--- src/rtl/edge_event_arbiter_pkg.sv ---
// Shared definitions for the edge event arbiter: FSM state encoding and a
// helper for the explicit modulo-NCH pointer wrap.
package edge_event_arbiter_pkg;

   typedef enum logic {
      ST_IDLE = 1'b0,
      ST_HOLD = 1'b1
   } state_e;

   // Next index after idx, wrapping at nch-1 back to 0 (works for any nch).
   function automatic int unsigned rr_next(input int unsigned idx, input int unsigned nch);
      return (idx == nch - 1) ? 0 : idx + 1;
   endfunction

endpackage

--- src/rtl/edge_event_arbiter_chan.sv ---
// One channel of edge collection: input history, priming, a single pending
// event slot and a sticky overflow flag.
module edge_event_arbiter_chan (
   input  logic clk,
   input  logic rst,
   input  logic din_i,
   input  logic deq_i,
   input  logic ovf_clr_i,
   output logic pend_o,
   output logic pend_rise_o,
   output logic ovf_o
);

   logic din_q, din_d;
   logic prime_q, prime_d;
   logic pend_q, pend_d;
   logic pend_rise_q, pend_rise_d;
   logic ovf_q, ovf_d;
   logic edge_c;
   logic ovf_set_c;

   // Edge detect and slot update; a dequeue on this edge frees the slot so a
   // simultaneous new edge is stored instead of overflowing.
   always_comb begin
      din_d       = din_i;
      prime_d     = 1'b0;
      pend_d      = pend_q;
      pend_rise_d = pend_rise_q;
      ovf_set_c   = 1'b0;
      edge_c      = !prime_q && (din_i != din_q);
      if (edge_c) begin
         if (pend_q && !deq_i) begin
            ovf_set_c = 1'b1;
         end else begin
            pend_d      = 1'b1;
            pend_rise_d = din_i;
         end
      end else if (deq_i) begin
         pend_d = 1'b0;
      end
      // A new overflow beats a clear on the same edge.
      ovf_d = (ovf_q && !ovf_clr_i) || ovf_set_c;
   end

   // Channel state registers with synchronous reset.
   always_ff @(posedge clk) begin
      if (rst) begin
         din_q       <= 1'b0;
         prime_q     <= 1'b1;
         pend_q      <= 1'b0;
         pend_rise_q <= 1'b0;
         ovf_q       <= 1'b0;
      end else begin
         din_q       <= din_d;
         prime_q     <= prime_d;
         pend_q      <= pend_d;
         pend_rise_q <= pend_rise_d;
         ovf_q       <= ovf_d;
      end
   end

   assign pend_o      = pend_q;
   assign pend_rise_o = pend_rise_q;
   assign ovf_o       = ovf_q;

endmodule

--- src/rtl/edge_event_arbiter.sv ---
// Dual-edge event collector: per-channel pending slots serialised by a
// round-robin arbiter onto one valid/ready event port.
// Handshake: evt_valid/evt_ch/evt_rise stay stable while evt_valid=1 and
// evt_ready=0; an event transfers on a clk edge where both are 1.
module edge_event_arbiter
   import edge_event_arbiter_pkg::*;
#(
   parameter int NCH = 4,
   parameter int IDW = 2
) (
   input  logic           clk,
   input  logic           rst,
   input  logic [NCH-1:0] din,
   output logic           evt_valid,
   input  logic           evt_ready,
   output logic [IDW-1:0] evt_ch,
   output logic           evt_rise,
   output logic [NCH-1:0] ovf,
   input  logic [NCH-1:0] ovf_clr
);

   if (IDW != $clog2(NCH)) begin : g_idw_check
      $error("edge_event_arbiter: IDW must equal clog2(NCH)");
   end

   state_e         state_q, state_d;
   logic [IDW-1:0] ptr_q, ptr_d;
   logic [IDW-1:0] evt_ch_q, evt_ch_d;
   logic           evt_rise_q, evt_rise_d;

   logic [NCH-1:0] pend;
   logic [NCH-1:0] pend_rise;
   logic [NCH-1:0] deq;
   logic           pick_found;
   logic [IDW-1:0] pick_idx;
   logic [IDW:0]   cand;
   logic           load;

   for (genvar i = 0; i < NCH; i++) begin : g_chan
      edge_event_arbiter_chan u_chan (
         .clk        (clk),
         .rst        (rst),
         .din_i      (din[i]),
         .deq_i      (deq[i]),
         .ovf_clr_i  (ovf_clr[i]),
         .pend_o     (pend[i]),
         .pend_rise_o(pend_rise[i]),
         .ovf_o      (ovf[i])
      );
   end

   // Round-robin pick: first pending channel at or after ptr, wrapping.
   always_comb begin
      pick_found = 1'b0;
      pick_idx   = '0;
      cand       = '0;
      for (int k = 0; k < NCH; k++) begin
         cand = {1'b0, ptr_q} + (IDW+1)'(k);
         if (cand >= (IDW+1)'(NCH)) begin
            cand = cand - (IDW+1)'(NCH);
         end
         if (!pick_found && pend[cand[IDW-1:0]]) begin
            pick_found = 1'b1;
            pick_idx   = cand[IDW-1:0];
         end
      end
   end

   // FSM next state: load a pick when idle or when the held event is taken.
   always_comb begin
      state_d    = state_q;
      ptr_d      = ptr_q;
      evt_ch_d   = evt_ch_q;
      evt_rise_d = evt_rise_q;
      load       = 1'b0;
      case (state_q)
         ST_IDLE: begin
            if (pick_found) load = 1'b1;
         end
         ST_HOLD: begin
            if (evt_ready) begin
               if (pick_found) load = 1'b1;
               else            state_d = ST_IDLE;
            end
         end
         default: state_d = ST_IDLE;
      endcase
      if (load) begin
         state_d    = ST_HOLD;
         evt_ch_d   = pick_idx;
         evt_rise_d = pend_rise[pick_idx];
         ptr_d      = (pick_idx == IDW'(NCH - 1)) ? '0 : pick_idx + IDW'(1);
      end
   end

   // One-hot dequeue strobe towards the picked channel.
   always_comb begin
      deq = '0;
      if (load) deq[pick_idx] = 1'b1;
   end

   // FSM, pointer and presented-event registers.
   always_ff @(posedge clk) begin
      if (rst) begin
         state_q    <= ST_IDLE;
         ptr_q      <= '0;
         evt_ch_q   <= '0;
         evt_rise_q <= 1'b0;
      end else begin
         state_q    <= state_d;
         ptr_q      <= ptr_d;
         evt_ch_q   <= evt_ch_d;
         evt_rise_q <= evt_rise_d;
      end
   end

   assign evt_valid = (state_q == ST_HOLD);
   assign evt_ch    = evt_ch_q;
   assign evt_rise  = evt_rise_q;

endmodule

--- config.mk ---
export PLATFORM = sky130hd
export DESIGN_NAME = edge_event_arbiter
export DESIGN_NICKNAME = d
export VERILOG_FILES = /design/src/rtl/edge_event_arbiter_pkg.sv /design/src/rtl/edge_event_arbiter_chan.sv /design/src/rtl/edge_event_arbiter.sv
export SDC_FILE = /design/constraint.sdc
export NUM_CORES = 1
export LEC_CHECK = 0
export CAP_MARGIN = 20
export CORE_ASPECT_RATIO = 1.1
export CORE_MARGIN = 2
export CORE_UTILIZATION = 40
export CTS_CLUSTER_SIZE = 24
export DETAILED_ROUTE_END_ITERATION = 8
export PLACE_DENSITY_LB_ADDON = 0.2
export SETUP_SLACK_MARGIN = 0.5
export SYNTH_ARGS = -nofsm -noshare
export SYNTH_HDL_FRONTEND = slang
export SYNTH_SLANG_ARGS = --single-unit
--- constraint.sdc ---
create_clock -name clk -period 4.96 [get_ports clk]
set_input_delay 0.992 -clock clk [delete_from_list [all_inputs] [get_ports clk]]
set_output_delay 0.992 -clock clk [all_outputs]
set_load 0.005 [all_outputs]
==> After elaboration in Yosys (flattened, before gate mapping) <==
Index checks and enable logic that the tools add are counted.
{ "classes": {"n_mux": 53, "bitwise_logic": 5, "n_eq_ne": 9, "add_sub_neg": 8, "n_reduce_logical": 44, "order_cmp": 10} }
{ "op_table": {"columns": ["cell", "count"], "rows": [
  ["$mux W1", 36],
  ["$mux W2", 9],
  ["$logic_and A1 B1 Y1", 16],
  ["$reduce_and A2 Y1", 8],
  ["$lt A2 B3 Y1 const B", 5],
  ["$logic_not A1 Y1", 12],
  ["$bmux W1 S2", 5],
  ["$ge A3 B3 Y1 const B", 3],
  ["$ne A2 B2 Y1 const B", 4],
  ["$reduce_bool A2 Y1", 4],
  ["$sub A2 B1 Y2 const B", 4],
  ["$add A2 B2 Y3 const B", 2],
  ["$not A1 Y1", 5],
  ["$logic_or A1 B1 Y1", 4],
  ["$mux W4", 1],
  ["$ne A1 B1 Y1", 4],
  ["$add A2 B1 Y3 const B", 1],
  ["$ge A2 B3 Y1 const B", 1],
  ["$add A2 B1 Y2 const B", 1],
  ["$demux W1 S2", 1],
  ["$eq A2 B2 Y1 const B", 1],
  ["$ge A2 B1 Y1 const B", 1],
  ["$pmux W1 S2", 1]
]} }
{ "totals": {"output_inout_bits": 8, "inputBits": 11, "elab_cells": 150, "reg_bits": 23} }

==> Longest topological paths before layout <==
Gate-level depths: netlist (run 1).
{ "logic_depth": {"ltp_word": 24, "mapped_depth": 6, "mapped_depth_nobuf": 5} }

==> By module <==
From an unflattened synthesis (run 1), not the netlist that was laid out.
{ "hier_totals": {"cells_unflattened": 114, "area_unflattened_um2": 1169.9} }
{ "by_module_without_submodules": {"columns": ["mod", "n_inst", "area_each_um2", "cells_per_inst", "seq_area_each_um2"], "rows": [
  ["edge_event_arbiter_chan", 4, 180.2, 15, 100.1],
  ["edge_event_arbiter", 1, 449.2, 54, 120.1]
]} }

==> Worst setup path before layout (run 1) <==
OpenSTA, ideal clock, no wires.
{ "synth_path": {"path_kind": "input-to-reg", "startpoint": "input evt_ready", "endpoint": "register g_chan[3].u_chan.pend_rise_q", "required_time_ps": 4837, "arrival_time_ps": 1907, "cell_stages": 6, "setup_time_ps": 123, "n_path_buf": 1, "path_slack_ps": 2930, "cell_sequence": "nand2b_1 nand2b_1 buf_4 nor3_2 a21oi_1 mux2_1"} }
{ "synth_via": {"elab_chain_len": 7} }
{ "synth_lines": {"columns": ["element", "line_no", "rtl"], "rows": [
  ["from (decl)", "edge_event_arbiter.sv:15", "input logic evt_ready,"],
  ["$mux W1", "edge_event_arbiter.sv:81", "if (evt_ready) begin"],
  ["$pmux W1 S2", "edge_event_arbiter.sv:76", "case (state_q)"],
  ["$mux W4", "edge_event_arbiter.sv:99", "if (load) deq[pick_idx] = 1'b1;"],
  ["$logic_not A1 Y1", "edge_event_arbiter_chan.sv:32", "if (pend_q && !deq_i) begin"],
  ["$logic_and A1 B1 Y1", "edge_event_arbiter_chan.sv:32", null],
  ["$not A1 Y1 (no line)", null, null],
  ["$reduce_and A2 Y1 (no line)", null, null],
  ["to (signal assigned)", "edge_event_arbiter_chan.sv:57", "pend_rise_q <= pend_rise_d;"],
  ["to (decl)", "edge_event_arbiter_chan.sv:17", "logic pend_rise_q, pend_rise_d;"]
]} }
No other way between the ends.
A chain may end at the register's enable or synchronous reset.

==> Worst setup path after layout (run 1) <==
{ "layout_path": {"startpoint": "input rst", "endpoint": "register evt_rise_q, in the netlist evt_rise"} }
{ "layout_rtl": {"columns": ["element", "line_no", "rtl"], "rows": [
  ["from (decl)", "edge_event_arbiter.sv:12", "input logic rst,"],
  ["to (signal assigned)", "edge_event_arbiter.sv:113", "evt_rise_q <= evt_rise_d;"],
  ["to (decl)", "edge_event_arbiter.sv:29", "logic evt_rise_q, evt_rise_d;"]
]} }
No word-level cell between the ends.

==> results of run 1 <==
[registers in the layout, summed over array words and instances (netlist names)]
| name | cells |
|---|---|
| g_chan.u_chan.ovf_o | 4 |
| evt_ch | 2 |
| g_chan.u_chan.pend_o | 4 |
| g_chan.u_chan.prime_q | 1 |
| evt_valid | 1 |
| g_chan.u_chan.pend_rise_o | 4 |
| evt_rise | 1 |
| g_chan.u_chan.din_q | 4 |
| ptr_q | 2 |
[area by class of cell]
type	instances	share of cell area, %
Multi-Input combinational cell	88	46.1
Sequential cell	23	34.7
Timing Repair Buffer	18	13.6
Tap cell	33	3.11
Clock buffer	4	1.98
Inverter	2	0.566
[per-layer routing]
| layer | track usage (%) | wire [µm] | vias up |
|---|---|---|---|
| met3 | 2.25 | 130 | 5 |
| li1 | - | - | 467 |
| met5 | 0 | 0 | - |
| met2 | 25.2 | 1070 | 36 |
| met4 | 10.7 | 63 | 0 |
| met1 | 22.0 | 1070 | 426 |
[stage by stage]
step,hold WS [ns],instances,util [%],power [mW],worst slack [ns]
finish,0.471,168,48.7,0.430,2.49
global route,0.502,168,48.7,0.456,2.30
CTS,0.474,168,48.7,0.432,2.45
detailed placement,0.456,164,47.7,0.347,2.10
global placement,0.449,164,47.7,0.346,2.17
floorplan,0.453,121,-,0.311,2.93
[placed cells by master (no fill, tap or decap), types with 2 or more instances in the layout]
cell type,count
a2111oi_0,2
a211oi_1,2
a21oi_1,10
a21oi_2,2
clkbuf_4,3
clkdlybuf4s50_1,18
dfxtp_1,23
inv_1,2
nand2_1,4
nand2b_1,7
nand3_1,4
nand3b_1,4
nor2_1,6
nor2b_1,8
nor3_2,2
nor4_1,3
o21ai_0,4
o21ai_1,3
o31ai_1,4
xor2_1,4
[power by group through the flow]
stage	clock [mW]	combinational (mW)	sequential, mW
final	0.0875	0.121	0.222
after global routing	0.0973	0.134	0.225
after CTS	0.0896	0.122	0.221
after detailed placement	0	0.121	0.225
after global placement	0	0.121	0.225
after floorplan	0	0.0935	0.217
[cell usage after synthesis, drive strengths merged]
cell type,n,area [µm²]
clkbuf,2,7.51
or3,1,11.3
nor3b,1,7.51
mux2,3,37.5
xor2,4,35.0
xnor2,1,8.76
a32o,1,11.3
a311o,1,10.0
a211oi,2,15.0
a31o,1,8.76
nor4b,1,8.76
nand2b,7,43.8
or2b,1,11.3
a21o,1,7.51
a21boi,1,11.3
nor3,2,20.0
inv,2,7.51
o311ai,1,8.76
a32oi,1,16.3
nor2,6,22.5
mux2i,1,10.0
a21oi,12,67.6
nand3,4,20.0
buf,6,42.5
nand2,4,15.0
dfxtp,23,460
nand4b,1,8.76
nor2b,8,50.1
nand3b,4,30.0
nor4,3,18.8
o31ai,4,30.0
and2b,1,7.51
a31oi,1,6.26
a2111oi,2,17.5
o21ai,7,35.0
[tightest hold or removal path: stages, from the launching register on]
cell     delay [ns]
dfxtp_1        0.33
nand2_1        0.05
a21oi_1        0.05
[cells by family after synthesis]
logic type / count (synthesis) / share of synthesized area [%]
XOR/XNOR: 5 / 3.88
buffers and inverters: 10 / 5.09
AO/OA/AOI/OAI: 35 / 21.7
AND/OR/NAND/NOR: 44 / 24.4
flip-flops: 23 / 40.8
multiplexers: 4 / 4.21
[final timing paths]
path	start	to	slack, ns	cells after the start
setup / recovery	rst	evt_rise	2.49	3
hold / removal	evt_ch[1]	evt_ch[1]	0.47	2
setup reg to reg	g_chan[1].u_chan.pend_o	g_chan[3].u_chan.pend_rise_o	3.03	5
hold reg to reg	evt_ch[1]	evt_ch[1]	0.47	2
==> reports/summary.txt, run 1 <==
Critical path data arrival time - 2.69 ns
Fillers - 278
Setup TNS - 0 ns
CP max stage delay - 1.03 ns
# diodes - 0
Post-CTS Repair Setup Buffers - 0
Clk pwr share - 20.3%
CTS Buf Count - 3
Layout cell share with drive strength beyond 1 - 10.4%
Seq cells post-synth - 23
Hold_buf cts - 0
Starting Density - 41.4%
Fin crit period - 2.47 ns
Final period util - 49.8%
Total Wirelength - 2.33 mm
Largest net degree at the start of global routing - 27
DRC - 0
H-tree depth - 1
Total track usage - 16.7%
Status - completed
Crit path max fanout - 26
Cell Int Power - 291 µW
Die extent in y - 59.7 µm
Combinational share of power - 28.2%
Sink Count - 23
I/O Buffers - 18
GRT overflow - 0
RSZ-0062 raised after global routing - no
Drt pass-1 iters - 4
Crit-path cells - clkdlybuf4s50_1 -> inv_1 -> a311o_1
Synthesized Nets - 132
First-pass GRT wire length - 3.85 mm
Startpoint types - input pin
Die W - 54.7 µm
Cts repair resizes - 0
Worst skew pair latency - 0.32 ns
Synthesized cell area - 1130 µm²
Clock transition at the registers of the reported paths - 0.12 ns
Vias after detailed routing - 934
Total die area - 3270 µm²
CTS tree - built
RePlAce Congestion - 0.904
Ys Warns - 0
Worst Path Buf+Inv - 2
CP max-delay cell - clkdlybuf4s50_1
Initial antenna violation count - 0
Slew @ Worst Pin - 0.862 ns
Critical path's top delay family - buffers and inverters
PwrDens - 324 nW/µm²
Vias/cell - 5.56
Final hold vios - 0
Reg area - 460 µm²
Layout Area Growth over Synthesis - 17.5%
Clock Skew - 0.00159 ns
Vias in the first global route - 865
Yosys cell types - 40
Worst setup EP type - register
Syn Area/Cell - 9.34 µm²
Worst hold path type - register to register
Bufs on Longest Clock Path - 2
Layout Nets - 147
CTS Root Cell - clkbuf_4
Part of the power in registers - 51.5%
Final-report max-slew violation count - 0
Max_cap viols - 0
Sw power - 139 µW
Max_slew headroom - 42.4%
Worst endpoint required time - 5.18 ns
Core box area - 2730 µm²
Final-report setup violation count - 0
FMAX - 405 MHz
Crit Path Class - input pin to register
Area after DPL - 1300 µm²
# IOs - 19
Register area share after synthesis - 40.8%
Switching Share - 32.3%
Syn Inst Count - 121
WL/cell - 13.9 µm
Leak - 0.466 nW
Worst vdd ir - 0.000197 V
Hpwl dp - 1.69 mm
Area of the multi-input gates - 612 µm²
Fin area - 1330 µm²
Post-route ant nets - 0
# rows - 20
Initial DRC Count - 40
(Power assumes the default switching activity.)
==> run 2: changes to the inputs <==
==> constraint.sdc (replaced) <==
create_clock -name clk -period 2.2 [get_ports clk]
set_input_delay 0.44 -clock clk [delete_from_list [all_inputs] [get_ports clk]]
set_output_delay 0.44 -clock clk [all_outputs]
set_load 0.005 [all_outputs]
==> reports/summary.txt, run 2 (same netlist as run 1, synthesis figures left out) <==
Status - completed
Vias/cell - 5.51 (-0.86%)
Sink Count - 23 (unchanged)
Slew @ Worst Pin - 0.446 ns (-0.415 ns)
Clk pwr share - 19.3% (-1.0 points)
Switching Share - 32.7% (+0.36 points)
Total track usage - 16.1% (-0.59 points)
Startpoint types - register
Sw power - 337 µW (+140%)
CTS tree - built
DRC - 0 (unchanged)
Worst vdd ir - 0.000342 V (+73%)
Vias in the first global route - 799 (-7.6%)
First-pass GRT wire length - 3.77 mm (-2.0%)
Commonest non-fill, non-tap cell in the layout - clkdlybuf4s50_1
CP max stage delay - 0.40 ns (-0.63 ns)
I/O Buffers - 18 (unchanged)
Layout Area Growth over Synthesis - 26.6%
Placed cells - 166 (+1.2%)
Worst setup EP type - register
Max_slew headroom - 70.1% (+28 points)
CP max-delay cell - dfxtp_4
FMAX - 600 MHz
Die W - 54.7 µm (unchanged)
Bufs on Longest Clock Path - 2 (unchanged)
Crit-path cells - or2b_4 -> a21boi_2 -> or3_4 -> a31o_1 -> mux2_4
PwrDens - 721 nW/µm² (+120%)
Drt pass-1 iters - 4 (unchanged)
Worst endpoint required time - 2.42 ns (-2.76 ns)
# diodes - 0 (unchanged)
Post-route ant nets - 0 (unchanged)
Final hold vios - 0 (unchanged)
Hpwl dp - 1.69 mm (+0.25%)
Non-Filler Instances - 172 (+2.4%)
Fillers - 249 (-10%)
H-tree depth - 1 (unchanged)
Crit Path Class - register to register
Setup TNS - 0 ns (unchanged)
GRT overflow - 0 (unchanged)
WL/cell - 13.7 µm (-1.5%)
Total die area - 3270 µm² (unchanged)
Max_cap viols - 0 (unchanged)
CTS Buf Count - 3 (unchanged)
Core box area - 2730 µm² (unchanged)
Final period util - 75.7%
Part of the power in registers - 49.7% (-1.8 points)
# rows - 20 (unchanged)
Hold_buf cts - 0 (unchanged)
Die extent in y - 59.7 µm (unchanged)
Leak - 0.509 nW (+9.3%)
Vias after detailed routing - 948 (+1.5%)
Clock Skew - 0.00616 ns (+0.00457 ns)
Largest net degree at the start of global routing - 27 (unchanged)
Layout Nets - 151 (+2.7%)
Worst hold path type - register to register
Critical path data arrival time - 1.88 ns (-0.81 ns)
Starting Density - 41.4% (unchanged)
Final-report max-slew violation count - 0 (unchanged)
# IOs - 19 (unchanged)
Clock transition at the registers of the reported paths - 0.13 ns (about the same)
Crit path max fanout - 6 (-77%)
RSZ-0062 raised after global routing - yes
Worst skew pair latency - 0.32 ns (about the same)
Initial antenna violation count - 0 (unchanged)
Total Wirelength - 2.35 mm (+0.86%)
CTS Root Cell - clkbuf_4
Layout cell share with drive strength beyond 1 - 21.6% (+11 points)
Cell Int Power - 694 µW (+140%)
Fin crit period - 1.67 ns
Initial DRC Count - 30 (-25%)
RePlAce Congestion - 0.882 (-2.5%)
Combinational share of power - 31.0% (+2.8 points)
Final-report setup violation count - 0 (unchanged)
Commonest cells after routing, fill and taps aside - clkdlybuf4s50_1, dfxtp_1, a21oi_1
-- run 2: changes by cell type in the layout (fill, tap and decap cells not counted), sizes merged --
cell    change
buf         +4
clkbuf      -1
clkinv      +1
-- run 2: area by class of cell --
cell class	instances	area [µm²]	area share [%]
multi-input combinational	88	658	46.0
clock buffer	3	22.5	1.57
sequential	23	473	33.1
timing repair buffer	22	223	15.6
clock inverter	1	5.00	0.350
tap	33	41.3	2.89
inverter	2	7.51	0.525
-- run 2: per-layer routing --
| layer | global-route usage, % | wire (µm) | up-vias |
|---|---|---|---|
| met5 | 0 | 0 | - |
| met4 | 7.50 | 47 | 0 |
| met3 | 2.25 | 109 | 5 |
| met2 | 24.0 | 1050 | 30 |
| met1 | 22.6 | 1140 | 436 |
| li1 | - | - | 477 |
-- run 2: stage by stage --
step	instance area [µm²]	total power, mW	utilization, %	setup WS (ns)	hold WS [ns]
global route	1430	1.09	52.4	0.460	0.482
global placement	1330	0.788	48.7	0.172	0.447
finish	1430	1.03	52.4	0.534	0.470
CTS	1410	1.02	51.7	0.501	0.468
floorplan	1130	0.700	-	0.596	0.453
detailed placement	1330	0.792	48.7	0.158	0.449
-- run 2: worst paths after layout --
kind              slack (ns)                            to  cells past startpoint                     from
setup / recovery        0.53  g_chan[0].u_chan.pend_rise_o                      5  g_chan[3].u_chan.pend_o
hold / removal          0.47                     evt_ch[0]                      2                evt_ch[0]
setup reg to reg        0.53  g_chan[0].u_chan.pend_rise_o                      5  g_chan[3].u_chan.pend_o
hold reg to reg         0.47                     evt_ch[0]                      2                evt_ch[0]
-- run 2: what timing repair did --
action,4_1_cts,5_1_grt
endpoints found under the setup margin,10,9
pin swaps,0,6
setup buffers,2,0
gates resized for setup,10,9
-- run 2: power by group through the flow --
| stage | sequential, mW | combinational (mW) | clock [mW] |
|---|---|---|---|
| final | 0.513 | 0.320 | 0.199 |
| after global routing | 0.519 | 0.347 | 0.223 |
| after CTS | 0.505 | 0.308 | 0.204 |
| after detailed placement | 0.508 | 0.284 | 0 |
| after global placement | 0.506 | 0.282 | 0 |
| after floorplan | 0.490 | 0.211 | 0 |
-- run 2: critical path, delay by kind of cell, from the launching register on --
family,cells,cell delay [ns]
AND/OR/NAND/NOR,2,0.48
flip-flops,1,0.40
AO/OA/AOI/OAI,2,0.39
multiplexers,1,0.29
==> run 3: changes to the inputs <==
==> constraint.sdc (replaced) <==
create_clock -name clk -period 1.7 [get_ports clk]
set_input_delay 0.34 -clock clk [delete_from_list [all_inputs] [get_ports clk]]
set_output_delay 0.34 -clock clk [all_outputs]
set_load 0.005 [all_outputs]
==> reports/summary.txt, run 3 (same netlist as run 1, synthesis figures left out) <==
Hold Slack - 0.465 ns (-0.00478 ns)
Total Wirelength - 2.77 mm (+18%)
Worst hold path type - register to register
WHS Path Cells - 2 (unchanged)
Leak - 0.626 nW (+23%)
Hold_buf cts - 0 (unchanged)
CP max stage delay - 0.40 ns (about the same)
Crit-path cells - mux2i_2 -> a32oi_2 -> nand3_2 -> a2111oi_4 -> a311o_1
Register-to-Register Path Depth - 5 (unchanged)
Clock Skew - 0.00503 ns (-0.00113 ns)
Fillers - 237 (-4.8%)
Vias in the first global route - 1034 (+29%)
Largest net degree at the start of global routing - 27 (unchanged)
DRC - 0 (unchanged)
I/O Buffers - 18 (unchanged)
Reg area - 488 µm² (+3.2%)
Non-Filler Instances - 190 (+10%)
Max_slew headroom - 72.1% (+2.0 points)
Worst setup EP type - register
RSZ-0062 raised after global routing - yes
Placed cells - 179 (+7.8%)
# IOs - 19 (unchanged)
# rows - 20 (unchanged)
Sink Count - 23 (unchanged)
Critical path data arrival time - 1.94 ns (+0.06 ns)
H-tree depth - 1 (unchanged)
CTS Buf Count - 3 (unchanged)
First-pass GRT wire length - 4.42 mm (+17%)
Total track usage - 18.3% (+2.2 points)
Slew @ Worst Pin - 0.418 ns (-0.0279 ns)
Hpwl dp - 1.94 mm (+14%)
PwrDens - 925 nW/µm² (+28%)
Setup TNS - 0 ns (unchanged)
Area after DPL - 1460 µm² (+9.8%)
Final-report setup violation count - 0 (unchanged)
Area of the multi-input gates - 748 µm² (+14%)
Total Power - 1.51 mW (+46%)
Drt pass-1 iters - 4 (unchanged)
Layout Nets - 169 (+12%)
Final period util - 98.7% (+23 points)
Post-route ant nets - 0 (unchanged)
Commonest non-fill, non-tap cell in the layout - buf_4
Crit path max fanout - 6 (unchanged)
Layout Area Growth over Synthesis - 44.5%
Fin area - 1630 µm² (+14%)
Vias after detailed routing - 1052 (+11%)
CP max-delay cell - dfxtp_4
CTS tree - built
Status - completed
Total die area - 3270 µm² (unchanged)
RePlAce Congestion - 0.842 (-4.5%)
Vias/cell - 5.54 (+0.46%)
Starting Density - 41.4% (unchanged)
Bufs on Longest Clock Path - 2 (unchanged)
Core box area - 2730 µm² (unchanged)
Startpoint types - register
Max_cap viols - 0 (unchanged)
GRT overflow - 0 (unchanged)
Commonest cells after routing, fill and taps aside - buf_4, dfxtp_2, clkdlybuf4s50_1
Final-report max-slew violation count - 0 (unchanged)
Worst skew pair latency - 0.32 ns (about the same)
WL/cell - 14.6 µm (+6.6%)
Initial DRC Count - 11 (-63%)
Die W - 54.7 µm (unchanged)
Layout cell share with drive strength beyond 1 - 48.4% (+27 points)
Crit Path Class - register to register
Worst endpoint required time - 1.96 ns (-0.46 ns)
# diodes - 0 (unchanged)
FMAX - 596 MHz (-0.69%)
Initial antenna violation count - 0 (unchanged)
Worst vdd ir - 0.000520 V (+52%)
Die extent in y - 59.7 µm (unchanged)
Fin crit period - 1.68 ns (+0.0116 ns)
Clock transition at the registers of the reported paths - 0.12 ns (about the same)
CTS Root Cell - clkbuf_4
Final hold vios - 0 (unchanged)
[run 3: critical path: cells and delay by family (launching register included)]
kind               cells  cell delay (ns)
muxes                  1             0.17
AOI/OAI and AO/OA      3             0.90
DFF                    1             0.40
and+or+nand+nor        1             0.16
[run 3: worst paths after layout]
kind	start	endpoint	slack [ns]
max	ptr_q[1]	evt_rise	0.02
min	evt_ch[1]	evt_ch[1]	0.47
max reg2reg	ptr_q[1]	evt_rise	0.02
min reg2reg	evt_ch[1]	evt_ch[1]	0.47
[run 3: layout make-up]
class / instances / share of cell area (%)
Tap cell: 33 / 2.53
Timing Repair Buffer: 40 / 19.7
Sequential cell: 23 / 29.9
Clock buffer: 4 / 1.61
Multi-Input combinational cell: 88 / 45.8
Inverter: 2 / 0.460
[run 3: metrics by stage]
step | setup slack, ns | util (%)
final | 0.0220 | 59.9
after global routing | -0.0444 | 59.9
after CTS | 0.0476 | 57.2
after detailed placement | -0.215 | 53.5
after global placement | -0.179 | 53.5
after floorplan | 0.119 | -
[run 3: report_power, final]
group          switching, mW  total, mW  internal, mW
Combinational          0.291      0.594         0.303
Sequential            0.0587      0.659         0.600
Clock                  0.166      0.258        0.0919
Total                  0.516       1.51         0.995
[run 3: repair_timing]
item,4_1_cts,5_1_grt
resized for setup,59,10
setup endpoints to repair,25,17
buffers inserted,5,2
pin swaps,6,8
[run 3: layer usage]
metal  track usage (%)  up-vias  wire length, µm
li1                  -      511                -
met1              22.1      522             1270
met2              32.5       17             1390
met3              2.25        2               74
met4              6.43        0               31
met5                 0        -                0
